## src/rtl/muldiv_pkg.sv

```systemverilog
// -----------------------------------------------------------------------------
// muldiv_pkg
// Shared definitions for the iterative multiply/divide unit and the ID/EX
// decode stage that issues to it: operation encodings, FSM state encoding and
// small decode helpers.
// -----------------------------------------------------------------------------
package muldiv_pkg;

    typedef enum logic [1:0] {
        OP_MULT  = 2'b00,
        OP_MULTU = 2'b01,
        OP_DIV   = 2'b10,
        OP_DIVU  = 2'b11
    } op_e;

    typedef enum logic [1:0] {
        IDLE = 2'b00,
        MUL  = 2'b01,
        DIV  = 2'b10,
        DONE = 2'b11
    } state_e;

    function automatic logic op_is_div(input op_e op);
        return (op == OP_DIV) || (op == OP_DIVU);
    endfunction

    function automatic logic op_is_signed(input op_e op);
        return (op == OP_MULT) || (op == OP_DIV);
    endfunction

endpackage

```

## src/rtl/muldiv_div_step.sv

```systemverilog
// -----------------------------------------------------------------------------
// muldiv_div_step
// One combinational restoring-division step. The partial remainder is shifted
// left with the next dividend bit; if the divisor fits, it is subtracted and
// the quotient bit is 1, otherwise the shifted value is kept.
//
// Ports
//   rem_in   : current partial remainder (always < divisor)
//   bit_in   : next dividend bit, MSB first
//   divisor  : divisor magnitude
//   rem_out  : next partial remainder
//   q_bit    : quotient bit produced by this step
// -----------------------------------------------------------------------------
module muldiv_div_step #(
    parameter int WIDTH = 32
) (
    input  logic [WIDTH-1:0] rem_in,
    input  logic             bit_in,
    input  logic [WIDTH-1:0] divisor,
    output logic [WIDTH-1:0] rem_out,
    output logic             q_bit
);

    logic [WIDTH:0] partial;
    logic [WIDTH:0] diff;

    assign partial = {rem_in, bit_in};
    assign diff    = partial - {1'b0, divisor};

    // rem_in < divisor keeps partial < 2*divisor, so diff fits in WIDTH bits
    // plus sign and its MSB is a reliable borrow indicator.
    assign q_bit   = ~diff[WIDTH];
    assign rem_out = q_bit ? diff[WIDTH-1:0] : partial[WIDTH-1:0];

endmodule

```

## src/rtl/muldiv_unit.sv

```systemverilog
// -----------------------------------------------------------------------------
// muldiv_unit
// Iterative multiply / divide unit. MULT/MULTU use radix-2 shift-add (one bit
// per cycle), DIV/DIVU use restoring division (one quotient bit per cycle).
// Signed operations run on magnitudes and fix the result signs on completion.
// Results appear on hi_o/lo_o in the cycle done_o is high and are held until
// the next completed operation.
//
// Configuration
//   MULDIV_FAST_MUL_EN : when defined, MULT/MULTU complete through a
//                        single-cycle WIDTH x WIDTH multiplier (IDLE -> DONE).
//
// Ports
//   clk, rst       : clock, asynchronous active-high reset
//   start_i        : launch request, sampled in IDLE only
//   op_i           : 00 MULT, 01 MULTU, 10 DIV, 11 DIVU
//   annul_i        : abort the in-flight operation
//   src_a_i/src_b_i: multiplicand/dividend, multiplier/divisor
//   busy_o         : iterating (MUL or DIV state)
//   stallreq_o     : stall request to the pipeline control
//   done_o         : one-cycle pulse, hi_o/lo_o carry a new result
//   hi_o, lo_o     : product high/low half, or remainder/quotient
//   div_by_zero_o  : last result came from a division by zero
// -----------------------------------------------------------------------------
module muldiv_unit
    import muldiv_pkg::*;
#(
    parameter int WIDTH = 32
) (
    input  logic             clk,
    input  logic             rst,
    input  logic             start_i,
    input  logic [1:0]       op_i,
    input  logic             annul_i,
    input  logic [WIDTH-1:0] src_a_i,
    input  logic [WIDTH-1:0] src_b_i,
    output logic             busy_o,
    output logic             stallreq_o,
    output logic             done_o,
    output logic [WIDTH-1:0] hi_o,
    output logic [WIDTH-1:0] lo_o,
    output logic             div_by_zero_o
);

    localparam int               CNT_W    = $clog2(WIDTH) + 1;
    localparam int               DW       = 2 * WIDTH;
    localparam logic [CNT_W-1:0] CNT_LOAD = CNT_W'(WIDTH - 1);

    state_e           state;
    state_e           state_next;
    op_e              op;
    logic [CNT_W-1:0] cnt;
    logic [WIDTH-1:0] opnd_b;      // multiplicand / divisor magnitude
    logic [DW-1:0]    work;        // {acc, multiplier} or {remainder, dividend/quotient}
    logic             neg_lo;      // negate product / quotient
    logic             neg_hi;      // negate remainder

    logic             is_div;
    logic             is_signed;
    logic             b_zero;
    logic             accept;
    logic             last_iter;
    logic [WIDTH-1:0] abs_a;
    logic [WIDTH-1:0] abs_b;

    logic [WIDTH:0]   mul_sum;
    logic [DW-1:0]    mul_next;
    logic [DW-1:0]    div_next;
    logic [WIDTH-1:0] div_rem;
    logic             div_q;
    logic [DW-1:0]    prod_fix;
    logic [WIDTH-1:0] quo_fix;
    logic [WIDTH-1:0] rem_fix;

    assign op        = op_e'(op_i);
    assign is_div    = op_is_div(op);
    assign is_signed = op_is_signed(op);
    assign b_zero    = (src_b_i == '0);
    assign accept    = (state == IDLE) && start_i && !annul_i;
    assign last_iter = (cnt == '0);

    assign abs_a = (is_signed && src_a_i[WIDTH-1]) ? -src_a_i : src_a_i;
    assign abs_b = (is_signed && src_b_i[WIDTH-1]) ? -src_b_i : src_b_i;

    // Shift-add: add multiplicand into the high half when the current
    // multiplier bit (work[0]) is set, then shift the whole pair right; the
    // carry enters from the top.
    assign mul_sum  = {1'b0, work[DW-1:WIDTH]} + (work[0] ? {1'b0, opnd_b} : '0);
    assign mul_next = {mul_sum, work[WIDTH-1:1]};

    muldiv_div_step #(
        .WIDTH (WIDTH)
    ) u_div_step (
        .rem_in  (work[DW-1:WIDTH]),
        .bit_in  (work[WIDTH-1]),
        .divisor (opnd_b),
        .rem_out (div_rem),
        .q_bit   (div_q)
    );

    // Dividend bits leave at the top of the low half, quotient bits enter at
    // the bottom; after WIDTH steps the low half is the quotient.
    assign div_next = {div_rem, work[WIDTH-2:0], div_q};

    assign prod_fix = neg_lo ? -mul_next : mul_next;
    assign quo_fix  = neg_lo ? -div_next[WIDTH-1:0] : div_next[WIDTH-1:0];
    assign rem_fix  = neg_hi ? -div_next[DW-1:WIDTH] : div_next[DW-1:WIDTH];

`ifdef MULDIV_FAST_MUL_EN
    logic [DW-1:0] fast_mag;
    logic [DW-1:0] fast_prod;

    assign fast_mag  = DW'(abs_a) * DW'(abs_b);
    assign fast_prod = (is_signed && (src_a_i[WIDTH-1] ^ src_b_i[WIDTH-1])) ? -fast_mag : fast_mag;
`endif

    // ---------------------------------------------------------------- state
    // NOTE: sequential state uses non-blocking assignments so every register
    // samples pre-edge values regardless of process ordering.
    always_ff @(posedge clk or posedge rst) begin
        if (rst) begin
            state <= IDLE;
        end else begin
            state <= state_next;
        end
    end

    always_comb begin
        // NOTE: default assignment first keeps this block free of latches.
        state_next = state;
        case (state)
            IDLE: begin
                if (accept) begin
                    if (!is_div) begin
`ifdef MULDIV_FAST_MUL_EN
                        state_next = DONE;
`else
                        state_next = MUL;
`endif
                    end else if (b_zero) begin
                        state_next = DONE;
                    end else begin
                        state_next = DIV;
                    end
                end
            end
            MUL, DIV: begin
                if (annul_i) begin
                    state_next = IDLE;
                end else if (last_iter) begin
                    state_next = DONE;
                end
            end
            DONE:    state_next = IDLE;
            default: state_next = IDLE;
        endcase
    end

    always_comb begin
        busy_o     = (state == MUL) || (state == DIV);
        done_o     = (state == DONE);
        stallreq_o = !rst && (accept || (state == MUL) || (state == DIV));
    end

    // ------------------------------------------------------------- datapath
    // Results are written on the edge entering DONE so they are visible in
    // the same cycle as done_o.
    always_ff @(posedge clk or posedge rst) begin
        if (rst) begin
            cnt           <= '0;
            opnd_b        <= '0;
            work          <= '0;
            neg_lo        <= 1'b0;
            neg_hi        <= 1'b0;
            hi_o          <= '0;
            lo_o          <= '0;
            div_by_zero_o <= 1'b0;
        end else begin
            case (state)
                IDLE: begin
                    if (accept) begin
                        cnt           <= CNT_LOAD;
                        opnd_b        <= abs_b;
                        work          <= {{WIDTH{1'b0}}, abs_a};
                        neg_lo        <= is_signed && (src_a_i[WIDTH-1] ^ src_b_i[WIDTH-1]);
                        neg_hi        <= is_signed && src_a_i[WIDTH-1];
                        div_by_zero_o <= is_div && b_zero;
                        if (is_div && b_zero) begin
                            hi_o <= src_a_i;
                            lo_o <= '1;
                        end
`ifdef MULDIV_FAST_MUL_EN
                        if (!is_div) begin
                            {hi_o, lo_o} <= fast_prod;
                        end
`endif
                    end
                end
                MUL, DIV: begin
                    if (!annul_i) begin
                        cnt  <= cnt - CNT_W'(1);
                        work <= (state == MUL) ? mul_next : div_next;
                        if (last_iter) begin
                            if (state == MUL) begin
                                {hi_o, lo_o} <= prod_fix;
                            end else begin
                                hi_o <= rem_fix;
                                lo_o <= quo_fix;
                            end
                        end
                    end
                end
                default: ;
            endcase
        end
    end

endmodule

```

## config.mk

```make
export PLATFORM = sky130hd
export DESIGN_NAME = muldiv_unit
export DESIGN_NICKNAME = d
export VERILOG_FILES = /design/src/rtl/muldiv_pkg.sv /design/src/rtl/muldiv_div_step.sv /design/src/rtl/muldiv_unit.sv
export SDC_FILE = /design/constraint.sdc
export NUM_CORES = 1
export LEC_CHECK = 0
export CAP_MARGIN = 25
export CORE_MARGIN = 10
export CORE_UTILIZATION = 30
export CTS_CLUSTER_DIAMETER = 40
export CTS_CLUSTER_SIZE = 16
export DETAILED_ROUTE_END_ITERATION = 8
export GPL_TIMING_DRIVEN = 0
export REMOVE_ABC_BUFFERS = 1
export SLEW_MARGIN = 20
export SYNTH_ARGS = -nofsm -noshare
export SYNTH_HDL_FRONTEND = slang
export SYNTH_SLANG_ARGS = --single-unit
export TNS_END_PERCENT = 30
```

## constraint.sdc

```tcl
create_clock -name clk -period 8.1 [get_ports clk]
set_clock_uncertainty 0.2 [all_clocks]
set_input_delay 1.215 -clock clk [delete_from_list [all_inputs] [get_ports clk]]
set_output_delay 1.215 -clock clk [all_outputs]
set_load 0.005 [all_outputs]
```

==> out/results.ini <==
[clock_tree]
clk_path_buf_depth = 2
cts.sinks = 171
htree_levels = 4
post_cts_resized = 0
clockRootBuffer = clkbuf_16
ctsHoldBuffers = 0
clk_latency_ns = 0.48
clk_pin_slew_ns = 0.08
cts_tree = yes
numCtsBuffers = 17
cts_setup_buffers = 0

[synth]
synth.top_cell.area_share_pct = 25.0
netlist_instances = 2350
ys_types = 95
synthArstFlopShare_pct = 100
synth_seq_cells = 171
synth_edf_count = 0
synthTopCellsByArea = dfrtp_1, o21ai_0, nand2_1, xnor2_1, ha_1
netlist_area_um2 = 17200
ys_warn_count = 0
synth_area_per_cell_um2 = 7.30
synth_xor_area_share_pct = 11.1
yosysSeqAreaShare_pct = 25.0
synth_area_leader_cell = dfrtp_1
synthFlopType = dfrtp_1
synth_top_family_by_area = compound AO/OA/AOI/OAI gates
synthMuxAreaShare_pct = 3.93
synthAdderAreaFrac_pct = 5.71
synth-simple-area-share_pct = 22.7
synth.most_common_cell = nand2_1
synthTopCellsByCount = nand2_1, o21ai_0, nor2_1, a21oi_1, dfrtp_1
synth-compound-area-share_pct = 26.2

[layout]
synthToLayoutAreaGrowth_pct = 16.0
layout.nets = 2510
diodes = 0
final_util_pct = 35.2
drive_gt1_share_pct = 5.01
fin_cells = 3132

[setup_path]
start_kind = flip-flop
cp.required_ns = 8.30
endpoint_kind = flip-flop
crit_arrival_ns = 7.97
path_class = reg -> reg
critical_path.max_fanout = 36
r2r_slack_ns = 0.33

[run_status]
outcome = finished clean

[pwr]
p_int_w = 0.00457
p_leak_nw = 7.81
pwr-share-clk_pct = 8.3
pwr-share-comb_pct = 74.9
switching_power_w = 0.00570
worst_ir_drop_vdd_mv = 0.212
sw_frac_of_total_pct = 55.5
power_frac_seq_pct = 16.9
power_density_nw_per_um2 = 516

[sta]
slew_violations = 0
setup_viol = 0
hold_viol_final = 0
slew_headroom_pct = 26.8
rsz0062_at_grt = false
worstMarginPinSlew_ns = 1.09
period_minus_slack_ns = 7.77
fmax_mhz = 129
post-route-period-util_pct = 95.9

[global_route]
grt_start_max_net_pins = 91
grtUsageTotal_pct = 17.8
overflow = 0
first_global_vias = 16400
grt_first_pass_wirelength_um = 95300
antenna_found_initial = 0

[detailed_routing]
drc_errors = 0
ant_nets = 0
vias = 17000
dr.pass1.iters = 5
wl_per_cell_um = 19.6
routed_wl_um = 61200
drtIter0Drc = 1283
via_per_inst = 5.42

[flow_run]
max-cap-violations = 0

[placed_design]
place_inst = 3099
io_buffer_count = 137
place.gp.congestion = 0.928
dpl.hpwl_um = 48400

[die]
start_util_pct = 30.4
die_y_um = 259
chipWidth_um = 259
fp.coreArea_um2 = 56500
rows = 87
io_pins = 138
dieArea_um2 = 67100

[min_path]
hold_path_class = reg -> reg

-- worst max-delay path, stage by stage (launching register included) --
cell      delay, ns
dfrtp_1        0.57
inv_1          0.28
ha_1           0.33
fa_1           0.45
nand2b_1       0.23
a21o_1         0.24
a211oi_2       0.35
o211a_1        0.30
nor3_1         0.11
buf_2          0.23
nor2_4         0.42
buf_12         0.26
inv_2          0.33
a21oi_1        0.41
ha_1           0.29
and2_1         0.17
nand4_1        0.18
or4b_2         0.71
o41ai_2        0.44
o211ai_1       0.30
o41ai_1        0.40
xnor2_1        0.18
nand2_1        0.09
a31oi_1        0.15
-- final timing paths --
| check | startpoint | endpoint | cells past startpoint |
|---|---|---|---|
| max | work[31] | hi_o[30] | 23 |
| min | opnd_b[24] | opnd_b[24] | 2 |
| max reg2reg | work[31] | hi_o[30] | 23 |
| min reg2reg | opnd_b[24] | opnd_b[24] | 2 |
| max in group asynchronous | rst | lo_o[5] | 3 |
| min in group asynchronous | rst | div_by_zero_o | 2 |
-- kinds of logic after synthesis --
| logic type | after synthesis |
|---|---|
| simple gates | 844 |
| xor+xnor | 218 |
| mux | 66 |
| compound gates | 731 |
| fa+ha+maj | 77 |
| flops | 171 |
| buf+inv | 243 |
-- cells in the final DEF, fill, tap and decap left out, types with 9 or more instances in the layout --
master	instances
or3_1	30
or2_2	12
xor2_1	85
buf_16	9
o41ai_1	9
mux2_2	10
a31oi_1	37
nor3_1	58
o21ai_0	274
o21a_1	15
a21oi_1	179
o21ai_1	10
nand2b_1	24
dfrtp_1	170
o22ai_1	10
mux2i_1	56
nor4_1	19
clkbuf_16	17
o211ai_1	21
inv_1	73
a211oi_1	12
ha_1	73
nand4_1	22
nand2_1	337
nor2_1	219
a21o_1	19
clkdlybuf4s50_1	137
xnor2_1	133
and2_1	15
or4_1	12
o31ai_1	30
and3_1	14
nand3_1	35
-- area by class of cell --
cell class,instances,area [um^2]
Fill cell,5805,36600
Multi-Input combinational cell,1936,12000
Sequential cell,171,4280
Timing Repair Buffer,159,1770
Tap cell,756,946
Clock buffer,18,429
Inverter,78,300
Clock inverter,14,135
-- power by group through the flow --
| stage | Sequential, W | Combinational [W] | Clock (W) |
|---|---|---|---|
| 6_report | 0.00173 | 0.00768 | 0.000849 |
| 5_1_grt | 0.00179 | 0.00845 | 0.000895 |
| 4_1_cts | 0.00172 | 0.00759 | 0.000863 |
| 3_5_place_dp | 0.00174 | 0.00756 | 0 |
| 3_3_place_gp | 0.00176 | 0.00739 | 0 |
| 2_1_floorplan | 0.00160 | 0.00522 | 0 |
-- sequential cells by signal (all words and copies together) (netlist names) --
register       flops
hi_o              32
opnd_b            32
cnt                6
lo_o              32
neg_lo             1
div_by_zero_o      1
neg_hi             1
state              2
work              64
-- metal layers --
layer  part of all wire, %  vias to the layer above  routed length, um  track usage (%)
li1                      -                     8395                  -                -
met1                    45                     8039              27800             23.2
met2                    47                      474              29000             29.9
met3                   5.2                       72               3160             2.68
met4                   2.1                        0               1270             5.39
met5                     0                        -                  0                0
-- through the flow --
step	TNS (ns)	hold WS (ns)	total power [W]	worst slack, ns	cell area (um^2)
6_report	0	0.279	0.0103	0.332	19900
5_1_grt	0	0.303	0.0111	0.0581	19900
4_1_cts	0	0.286	0.0102	0.285	19900
3_5_place_dp	0	0.271	0.00930	0.342	19300
3_3_place_gp	-1248.95	0.262	0.00916	-17.88	18800
2_1_floorplan	-190.07	0.249	0.00682	-4.22	16500
(Power assumes the default switching activity.)
